$ cat src/rtl/poly_tx_fir.sv
// poly_tx_fir -- polyphase transmit FIR (BPSK pulse shaper), N_CH channels
// sharing one coefficient bank.
//
// One symbol vector is accepted per OVER_SAMP enabled cycles; every enabled
// cycle produces one output sample per channel for the current phase.
//
// Ports
//   clk          clock
//   rst          synchronous, active-high reset (wins over everything)
//   i_enable     clock enable; coefficient writes ignore it
//   i_valid      symbol vector offered
//   i_sym        symbol bits, one per channel (0 -> +1, 1 -> -1)
//   o_ready      high on the enabled last-phase cycle (symbol boundary)
//   i_coef_we    coefficient write strobe
//   i_coef_addr  coefficient index k = tap*OVER_SAMP + phase
//   i_coef_data  signed coefficient, NBF_COEFF fraction bits
//   o_data       channel c at [c*NB_OUT +: NB_OUT], NBF_OUT fraction bits
//   o_valid      o_data/o_phase refreshed last cycle
//   o_phase      phase the current o_data belongs to
//   o_underrun   pulse after a symbol boundary that accepted nothing
//
// Build option
//   POLY_TX_FIR_SAT_EN  defined: saturate output to NB_OUT range;
//                       undefined: drop MSBs (two's-complement wrap).
module poly_tx_fir #(
  parameter int OVER_SAMP = 8,
  parameter int N_BAUDS   = 7,
  parameter int NB_COEFF  = 10,
  parameter int NBF_COEFF = 8,
  parameter int N_CH      = 2,
  parameter int NB_OUT    = 10,
  parameter int NBF_OUT   = 7
) (
  input  logic                                   clk,
  input  logic                                   rst,
  input  logic                                   i_enable,
  input  logic                                   i_valid,
  input  logic [N_CH-1:0]                        i_sym,
  output logic                                   o_ready,
  input  logic                                   i_coef_we,
  input  logic [$clog2(OVER_SAMP*N_BAUDS)-1:0]   i_coef_addr,
  input  logic [NB_COEFF-1:0]                    i_coef_data,
  output logic [N_CH*NB_OUT-1:0]                 o_data,
  output logic                                   o_valid,
  output logic [$clog2(OVER_SAMP)-1:0]           o_phase,
  output logic                                   o_underrun
);

  localparam int PH_W   = $clog2(OVER_SAMP);
  localparam int ADDR_W = $clog2(OVER_SAMP * N_BAUDS);
  localparam int SUM_W  = NB_COEFF + $clog2(N_BAUDS) + 1;
  localparam int DROP   = NBF_COEFF - NBF_OUT;
  localparam int EXT_W  = (SUM_W > NB_OUT) ? SUM_W : NB_OUT;
  localparam logic [PH_W-1:0] LAST_PH = PH_W'(OVER_SAMP - 1);

  logic [PH_W-1:0]         phase_q, phase_d;
  logic [PH_W-1:0]         phaseOut_q;
  logic [N_BAUDS-1:0]      tapValid_q [N_CH];
  logic [N_BAUDS-1:0]      tapValid_d [N_CH];
  logic [N_BAUDS-1:0]      tapBit_q   [N_CH];
  logic [N_BAUDS-1:0]      tapBit_d   [N_CH];
  logic [NB_COEFF-1:0]     coef_q     [N_BAUDS][OVER_SAMP];
  logic [N_CH*NB_OUT-1:0]  data_q, data_d;
  logic                    valid_q;
  logic                    underrun_q, underrun_d;
  logic                    boundary;
  logic                    accept;
  logic signed [SUM_W-1:0] sum [N_CH];

  // The last phase of an enabled cycle is the only point a symbol can enter.
  assign boundary = i_enable && (phase_q == LAST_PH);
  assign accept   = boundary && i_valid;
  assign o_ready  = boundary;

  // Next phase and shifted tap lines; tap 0 is the LSB and takes the new
  // symbol, or an invalid slot when nothing was accepted.
  always_comb begin
    phase_d    = (phase_q == LAST_PH) ? '0 : phase_q + PH_W'(1);
    underrun_d = boundary && !accept;
    for (int c = 0; c < N_CH; c++) begin
      tapValid_d[c] = {tapValid_q[c][N_BAUDS-2:0], accept};
      tapBit_d[c]   = {tapBit_q[c][N_BAUDS-2:0], accept & i_sym[c]};
    end
  end

  // Full-precision per-channel sum for the current phase; wide enough that
  // N_BAUDS terms of magnitude up to 2^(NB_COEFF-1) can never overflow.
  always_comb begin
    logic signed [SUM_W-1:0] term;
    for (int c = 0; c < N_CH; c++) begin
      sum[c] = '0;
      for (int b = 0; b < N_BAUDS; b++) begin
        term = {{(SUM_W-NB_COEFF){coef_q[b][phase_q][NB_COEFF-1]}}, coef_q[b][phase_q]};
        if (!tapValid_q[c][b]) begin
          term = '0;
        end else if (tapBit_q[c][b]) begin
          term = -term;
        end
        sum[c] = sum[c] + term;
      end
    end
  end

`ifdef POLY_TX_FIR_SAT_EN
  localparam logic signed [EXT_W-1:0] OUT_MAX = EXT_W'((2 ** (NB_OUT - 1)) - 1);
  localparam logic signed [EXT_W-1:0] OUT_MIN = ~OUT_MAX;
`endif

  // Floor-truncate the fraction down to NBF_OUT, then fit into NB_OUT bits.
  always_comb begin
    logic signed [EXT_W-1:0] scaled;
    data_d = '0;
    for (int c = 0; c < N_CH; c++) begin
      scaled = EXT_W'(sum[c]);
      scaled = scaled >>> DROP;
`ifdef POLY_TX_FIR_SAT_EN
      if (scaled > OUT_MAX) begin
        data_d[c*NB_OUT +: NB_OUT] = NB_OUT'(OUT_MAX);
      end else if (scaled < OUT_MIN) begin
        data_d[c*NB_OUT +: NB_OUT] = NB_OUT'(OUT_MIN);
      end else begin
        data_d[c*NB_OUT +: NB_OUT] = NB_OUT'(scaled);
      end
`else
      data_d[c*NB_OUT +: NB_OUT] = NB_OUT'(scaled);
`endif
    end
  end

  // Coefficient bank: written regardless of the enable; out-of-range
  // addresses match no entry and are dropped.
  always_ff @(posedge clk) begin
    if (rst) begin
      for (int b = 0; b < N_BAUDS; b++) begin
        for (int p = 0; p < OVER_SAMP; p++) begin
          coef_q[b][p] <= '0;
        end
      end
    end else if (i_coef_we) begin
      for (int b = 0; b < N_BAUDS; b++) begin
        for (int p = 0; p < OVER_SAMP; p++) begin
          if (i_coef_addr == ADDR_W'(b * OVER_SAMP + p)) begin
            coef_q[b][p] <= i_coef_data;
          end
        end
      end
    end
  end

  // Phase, taps and output registers. o_data/o_phase hold through disabled
  // cycles while o_valid drops.
  always_ff @(posedge clk) begin
    if (rst) begin
      phase_q    <= '0;
      phaseOut_q <= '0;
      data_q     <= '0;
      valid_q    <= 1'b0;
      underrun_q <= 1'b0;
      for (int c = 0; c < N_CH; c++) begin
        tapValid_q[c] <= '0;
        tapBit_q[c]   <= '0;
      end
    end else begin
      valid_q    <= i_enable;
      underrun_q <= underrun_d;
      if (i_enable) begin
        phase_q    <= phase_d;
        phaseOut_q <= phase_q;
        data_q     <= data_d;
      end
      if (boundary) begin
        for (int c = 0; c < N_CH; c++) begin
          tapValid_q[c] <= tapValid_d[c];
          tapBit_q[c]   <= tapBit_d[c];
        end
      end
    end
  end

  assign o_data     = data_q;
  assign o_valid    = valid_q;
  assign o_phase    = phaseOut_q;
  assign o_underrun = underrun_q;

endmodule

$ cat config.mk
export PLATFORM = sky130hd
export DESIGN_NAME = poly_tx_fir
export DESIGN_NICKNAME = d
export VERILOG_FILES = /design/src/rtl/poly_tx_fir.sv
export SDC_FILE = /design/constraint.sdc
export NUM_CORES = 1
export LEC_CHECK = 0
export ABC_AREA = 1
export CAP_MARGIN = 15
export CORE_ASPECT_RATIO = 1.2
export CORE_MARGIN = 4
export CORE_UTILIZATION = 43
export CTS_CLUSTER_SIZE = 30
export DETAILED_ROUTE_END_ITERATION = 6
export SYNTH_ARGS = -nofsm -noshare
export SYNTH_HDL_FRONTEND = slang
export SYNTH_SLANG_ARGS = --single-unit
$ cat constraint.sdc
create_clock -name clk -period 7.2 [get_ports clk]
set_clock_uncertainty 0.05 [all_clocks]
set_input_delay 1.44 -clock clk [delete_from_list [all_inputs] [get_ports clk]]
set_output_delay 1.44 -clock clk [all_outputs]
set_load 0.01 [all_outputs]
[Word level (Yosys, flattened, before mapping)]
Memory sizes are Yosys's and may differ from the RTL's.
Index checks and enable logic that the tools add are counted.
Cells by class
  $add $sub $neg: 20
  multipliers: 0
  div/mod/pow operators: 0
  magnitude comparators: 1
  equality and inequality tests: 56
  shift-type cells: 0
  multiplexer cells: 339
  bitwise operators: 63
  reductions and logical operators: 5
Operator list (count)
  2-to-1 mux 10 bit: 70
  2-to-1 mux 11 bit: 28
  2-to-1 mux 1 bit: 229
  binary-select mux 10 bit (select 3 bit): 7
  equality test 6 bit, second input constant: 24
  adder 11 bit: 12
  equality test 6 x 5 -> 1 bit, second input constant: 16
  negation 10 -> 11 bit: 7
  bitwise OR 1 bit: 60
  equality test 6 x 4 -> 1 bit, second input constant: 8
  2-to-1 mux 7 bit: 4
  equality test 6 x 3 -> 1 bit, second input constant: 4
  equality test 6 x 2 -> 1 bit, second input constant: 2
  equality test 6 x 1 -> 1 bit, second input constant: 1
  logical NOT 6 bit: 1
  greater-or-equal comparator 4 bit, second input constant: 1
  inverter 3 -> 4 bit: 1
  adder 3 x 1 -> 3 bit, second input constant: 1
  equality test 3 bit, second input constant: 1
  logical AND 1 bit: 3
  2-to-1 mux 3 bit: 1
  AND 1 bit: 2
  logical NOT 1 bit: 1
Storage, ports and cells
  bits in registers: 28
  bits in latches: 0
  RAM bits: 588
  ROM bits: 0
  output and inout port bits: 26
  logic and storage cells: 492
  memories: 3
Memories
  coef_q: depth 7, bits a word 80, read ports 7, clocked after memory_dff 0, wr ports 7, RTL line 62  | logic [NB_COEFF-1:0] coef_q [N_BAUDS][OVER_SAMP];
  tapBit_q: depth 2, bits a word 7, read ports 2, clocked after memory_dff 0, wr ports 2, RTL line 60  | logic [N_BAUDS-1:0] tapBit_q [N_CH];
  tapValid_q: depth 2, bits a word 7, read ports 2, clocked after memory_dff 0, wr ports 2, RTL line 58  | logic [N_BAUDS-1:0] tapValid_q [N_CH];

[Logic depth before layout (Yosys ltp)]
  depth in word-level cells: 13
  mapped depth: 41
  gate-level depth less buffers: 37

[Worst setup path before layout]
Ideal clock, no wire load.
  kind: reg-to-reg
  from: register phase_q[0]
  to: register data_q[19], in the netlist o_data[19]
  library setup time: 117 ps
  arrival time: 5776 ps
  data required time: 7033 ps
  path slack: 1257 ps
  stages on the path, launching flop included: 37
  buffers on the path: 5
  clock period less this slack: 5943 ps
  cell sequence: dfxtp_1 > buf_6 > buf_6 > buf_6 > buf_6 > clkbuf_1 > o21ai_0 > o22ai_1 > inv_1 > o21ai_0 > inv_1 > ha_1 > inv_1 > nor2_1 > nand3_1 > nor2_1 > xor2_1 > a21oi_1 > fa_1 > fa_1 > fa_1 > inv_1 > fa_1 > inv_1 > ha_1 > inv_1 > nor3_1 > nand2_1 > o311ai_0 > a31oi_1 > nand3_1 > nand2_1 > nand3b_1 > nand3_1 > nand2_1 > nor2_1 > nor2_1
On the way
  cells in the longest elaborated chain, start to end: 13
RTL lines
  start: declaration: RTL line 56  | logic [PH_W-1:0] phase_q, phase_d;
  start signal: assignment: RTL line 167  | phase_q <= phase_d;
  inverter 3 -> 4 bit (implied by the code) *: RTL line 93  | term = {{(SUM_W-NB_COEFF){coef_q[b][phase_q][NB_COEFF-1]}}, coef_q[b][phase_q]};
  binary-select mux 10 bit (select 3 bit): RTL line 93
  2-to-1 mux 10 bit (implied by the code) (2 in series): RTL line 93
  negation 10 -> 11 bit: RTL line 97  | term = -term;
  2-to-1 mux 11 bit: RTL line 96  | end else if (tapBit_q[c][b]) begin
  2-to-1 mux 11 bit: RTL line 94  | if (!tapValid_q[c][b]) begin
  adder 11 bit (5 in series): RTL line 99  | sum[c] = sum[c] + term;
  adder 11 bit *: RTL line 99
  end signal: assignment: RTL line 169  | data_q <= data_d;
  end: declaration: RTL line 63  | logic [N_CH*NB_OUT-1:0] data_q, data_d;
Mark *: on every way between the ends. The rest lies on a longest branch, timed or not. The select of a mux whose other input is x is not followed.
A chain may end at the register's enable or synchronous reset.

[Worst setup path in the final report]
Ends and elaborated chain as after synthesis.

==> summary.txt <==
Status: completed
Number of global-route vias before repair: 22700
N_diodes: 0
Slew Viols, Final: 0
Largest net degree at the start of global routing: 75
Achievable Freq: 0.149 GHz
Core box area: 0.0741 sq mm
Area of the multi-input gates: 0.0119 sq mm
Final worst path period share: 0.930
Critical Path Sink Type: flip-flop
Leak: 14.4 nW
Flop2flop setup slack: 500 ps
WL per Instance: 20.4 um
Drt pass-1 iters: 6
Area Growth Syn to Fin: 10.7%
Crit-path leading delay family: simple AND/OR/NAND/NOR gates
Post-Syn Instances: 3416
Final Setup Violations: 0
FF+latch count, synth: 609
Max incr delay on CP: 550 ps
First-pass GRT wire length: 137 mm
Drt total wl: 91.3 mm
Fillers: 6895
Critical Path Start: phase_q[0]$_SDFFE_PP0P_
Layout cells sized above 1: 0.0565
Reg2reg end: o_data[19]$_SDFFE_PP0P_
Worst Path Max Fanout: 43
Startpoint types: flip-flop
Synthesized-area fraction occupied by adder cells: 0.0695
Mapped Area: 0.0323 sq mm
Critical R2R Launch: phase_q[0]$_SDFFE_PP0P_
CP Depth: 36
Setup_tns: 0 ps
Worst endpoint required time: 7680 ps
Via count: 23800
Syn. warnings: 0
Post-synthesis mux area share: 0.000310
Overall routing resource usage: 0.225
Ys async rst share: 0
Largest family of logic cells by synthesized area: simple AND/OR/NAND/NOR gates
Minimum clock period: 6700 ps
Routed Antenna Nets: 0
Crit path buf inv count: 9
GPL Wtd Cong: 0.929
Crit-path slowest cell: dfxtp_4
Vias per Instance: 5.33
Initial antenna violation count: 0
Maximum buffer depth of the clock tree: 3
Num CTS Buffers: 60
Clk slew on worst S/H paths: 60 ps
Rows: 109
Pwr/cell area: 279 mW/mm^2
CTS tree: done
Measured slew at the worst slew-check pin: 1050 ps
Complex-gate fraction of the synthesized area: 0.101
Final Util: 0.482
Nets: 3565
Critical Path Sink: o_data[19]$_SDFFE_PP0P_
RSZ-0062 raised after global routing: no
Post-synth EDFFs: 581
Post-synthesis simple-gate area fraction: 0.179
Starting DRT DRC Count: 2455
Clock latency on the worst-skew pair: 640 ps
Max-Slew Margin vs Limit: 0.298
Hold crit path type: reg -> reg
Register Area: 0.0180 sq mm
Congestion Overflow GR: 0
Depth of the worst register-to-register path: 36
Avg Cell Area, Syn: 9.44 sq um
Worst ir drop on vdd: 192 uV
Max-cap viol count: 0
Remaining DRCs: 0
Die span in x: 258 um
XOR/XNOR Fraction of Synth Area: 0.0168
H-tree depth: 2
# IOs: 49
PortBufs: 48
Sequential-to-total area share from yosys stat: 0.558
Post-synthesis cell type count: 45
Clk root buf: clkbuf_16
Net count after synthesis: 3563
Die Area: 0.0795 sq mm
Worst setup path class: reg -> reg
Clock sink total: 609
Die Ht: 308 um
Detailed Place HPWL: 62.5 mm
Top FF cell, synth: edfxtp_1
Final hold violations: 0
Critical path data arrival time: 7180 ps
Initial Util: 0.436
[flip-flops by register name, indices dropped and copies added, names as in the netlist]
signal      count
o_underrun      1
coef_q        560
o_valid         1
tapBit_q       14
phase_q         3
o_phase         3
tapValid_q      7
o_data         20
[cell usage in the layout, fill, tap and decap left out, drive strengths merged]
cell type      Yosys  routed
nand3b             4       4
clkdlybuf4s50      0      48
fa                92      92
clkinv            12      38
a21oi            134     134
nor4               4       4
o211ai            27      27
edfxtp           581     581
o22ai             48      48
bufinv             0       5
nand2            590     590
dfxtp             28      28
o221ai             3       3
xnor2             15      15
nor3              14      14
clkinvlp           0       2
ha                32      32
o31ai              1       1
inv              363     365
and2               3       3
o2111ai            2       2
nor2             660     660
nand3            160     160
nand4             11      11
xor2              47      47
buf               94      75
or2                2       2
o311ai             1       1
o21ai            388     388
clkbuf            90      77
o21bai             2       2
a31oi              3       3
mux2i              1       1
nor3b              2       2
a21boi             2       2
[per-stage QoR]
stage	std cells	power, mW	setup WS (ps)	hold WS, ps	cell area (sq um)
final	4466	9.95	502	432	35700
after global routing	4466	10.5	20.1	449	35700
after CTS	4463	9.99	513	433	35600
after detailed placement	4352	6.93	549	415	33700
after global placement	4351	6.90	587	416	33700
after floorplan	3416	6.12	1260	436	32300
[cells by family after synthesis]
logic type | after synthesis
buf+inv | 559
flops | 609
fa+ha+maj | 124
mux | 1
simple gates | 1450
xor+xnor | 62
compound gates | 611
[per-layer routing]
metal  global-route usage  wire, um  vias to the layer above
met3               0.0399      6040                      184
met5                    0         0                        -
met1                0.287     36600                    11500
met4               0.0947      4080                        0
met2                0.380     44600                      780
li1                     -         -                    11300
[repair_timing]
action	4_1_cts	5_1_grt
buffers inserted	0	0
endpoints found under the setup margin	0	1
hold buffers	0	0
resized for setup	0	6
[final cells by class]
class	count	share of cell area
clock buffers	76	0.0437
multi-input cells	2248	0.332
repair buffers	124	0.0355
inverters	375	0.0399
flip-flops and latches	609	0.504
clock inverters	35	0.00935
well taps	999	0.0350
[where the power goes]
group	switching, mW	internal [mW]	leakage [nW]
clock network	1.36	1.71	0.912
registers	0.101	4.17	5.78
logic	1.66	0.936	7.66
total	3.13	6.82	14.4
[worst min-delay path by stage]
stage | cells after the start | endpoint | from
after floorplan | 2 | o_phase[0]$_SDFFE_PP0P_ | o_phase[0]$_SDFFE_PP0P_
after global placement | 2 | o_data[6]$_SDFFE_PP0P_ | o_data[6]$_SDFFE_PP0P_
after detailed placement | 2 | o_data[6]$_SDFFE_PP0P_ | o_data[6]$_SDFFE_PP0P_
after CTS | 2 | o_data[6]$_SDFFE_PP0P_ | o_data[6]$_SDFFE_PP0P_
after global routing | 2 | o_phase[0]$_SDFFE_PP0P_ | o_phase[0]$_SDFFE_PP0P_
final | 2 | o_data[6]$_SDFFE_PP0P_ | o_data[6]$_SDFFE_PP0P_
[Yosys cell counts (3+ instances only)]
cell type	instances	share of area
xnor2_1	15	0.0041
nor4_1	4	0.00078
nand2_1	590	0.069
buf_6	29	0.010
fa_1	92	0.057
nand3b_1	4	0.00093
nand3_1	160	0.025
o21ai_2	6	0.0016
o221ai_1	3	0.00081
nor3_2	6	0.0019
nand4_1	11	0.0021
clkinv_1	11	0.0013
clkbuf_1	90	0.010
buf_2	35	0.0054
o21ai_0	320	0.050
xor2_1	47	0.013
nor3_1	8	0.0012
nor2_1	657	0.076
inv_2	4	0.00047
inv_1	358	0.042
buf_1	12	0.0014
edfxtp_1	581	0.54
ha_1	32	0.012
o211ai_1	27	0.0063
buf_4	17	0.0040
a31oi_1	3	0.00058
o21ai_1	62	0.0096
o22ai_1	48	0.0093
nor2_2	3	0.00058
a21oi_1	134	0.021
dfxtp_1	28	0.017
[worst register-to-register path, delay by kind of cell, from the launching register on]
kind / cells / cell delay, ps
simple gates: 19 / 2400
xor+xnor: 1 / 200
flops: 1 / 550
buf+inv: 9 / 1020
compound gates: 2 / 210
fa+ha+maj: 5 / 2170
Note: power is estimated with default switching activity, not from simulation.
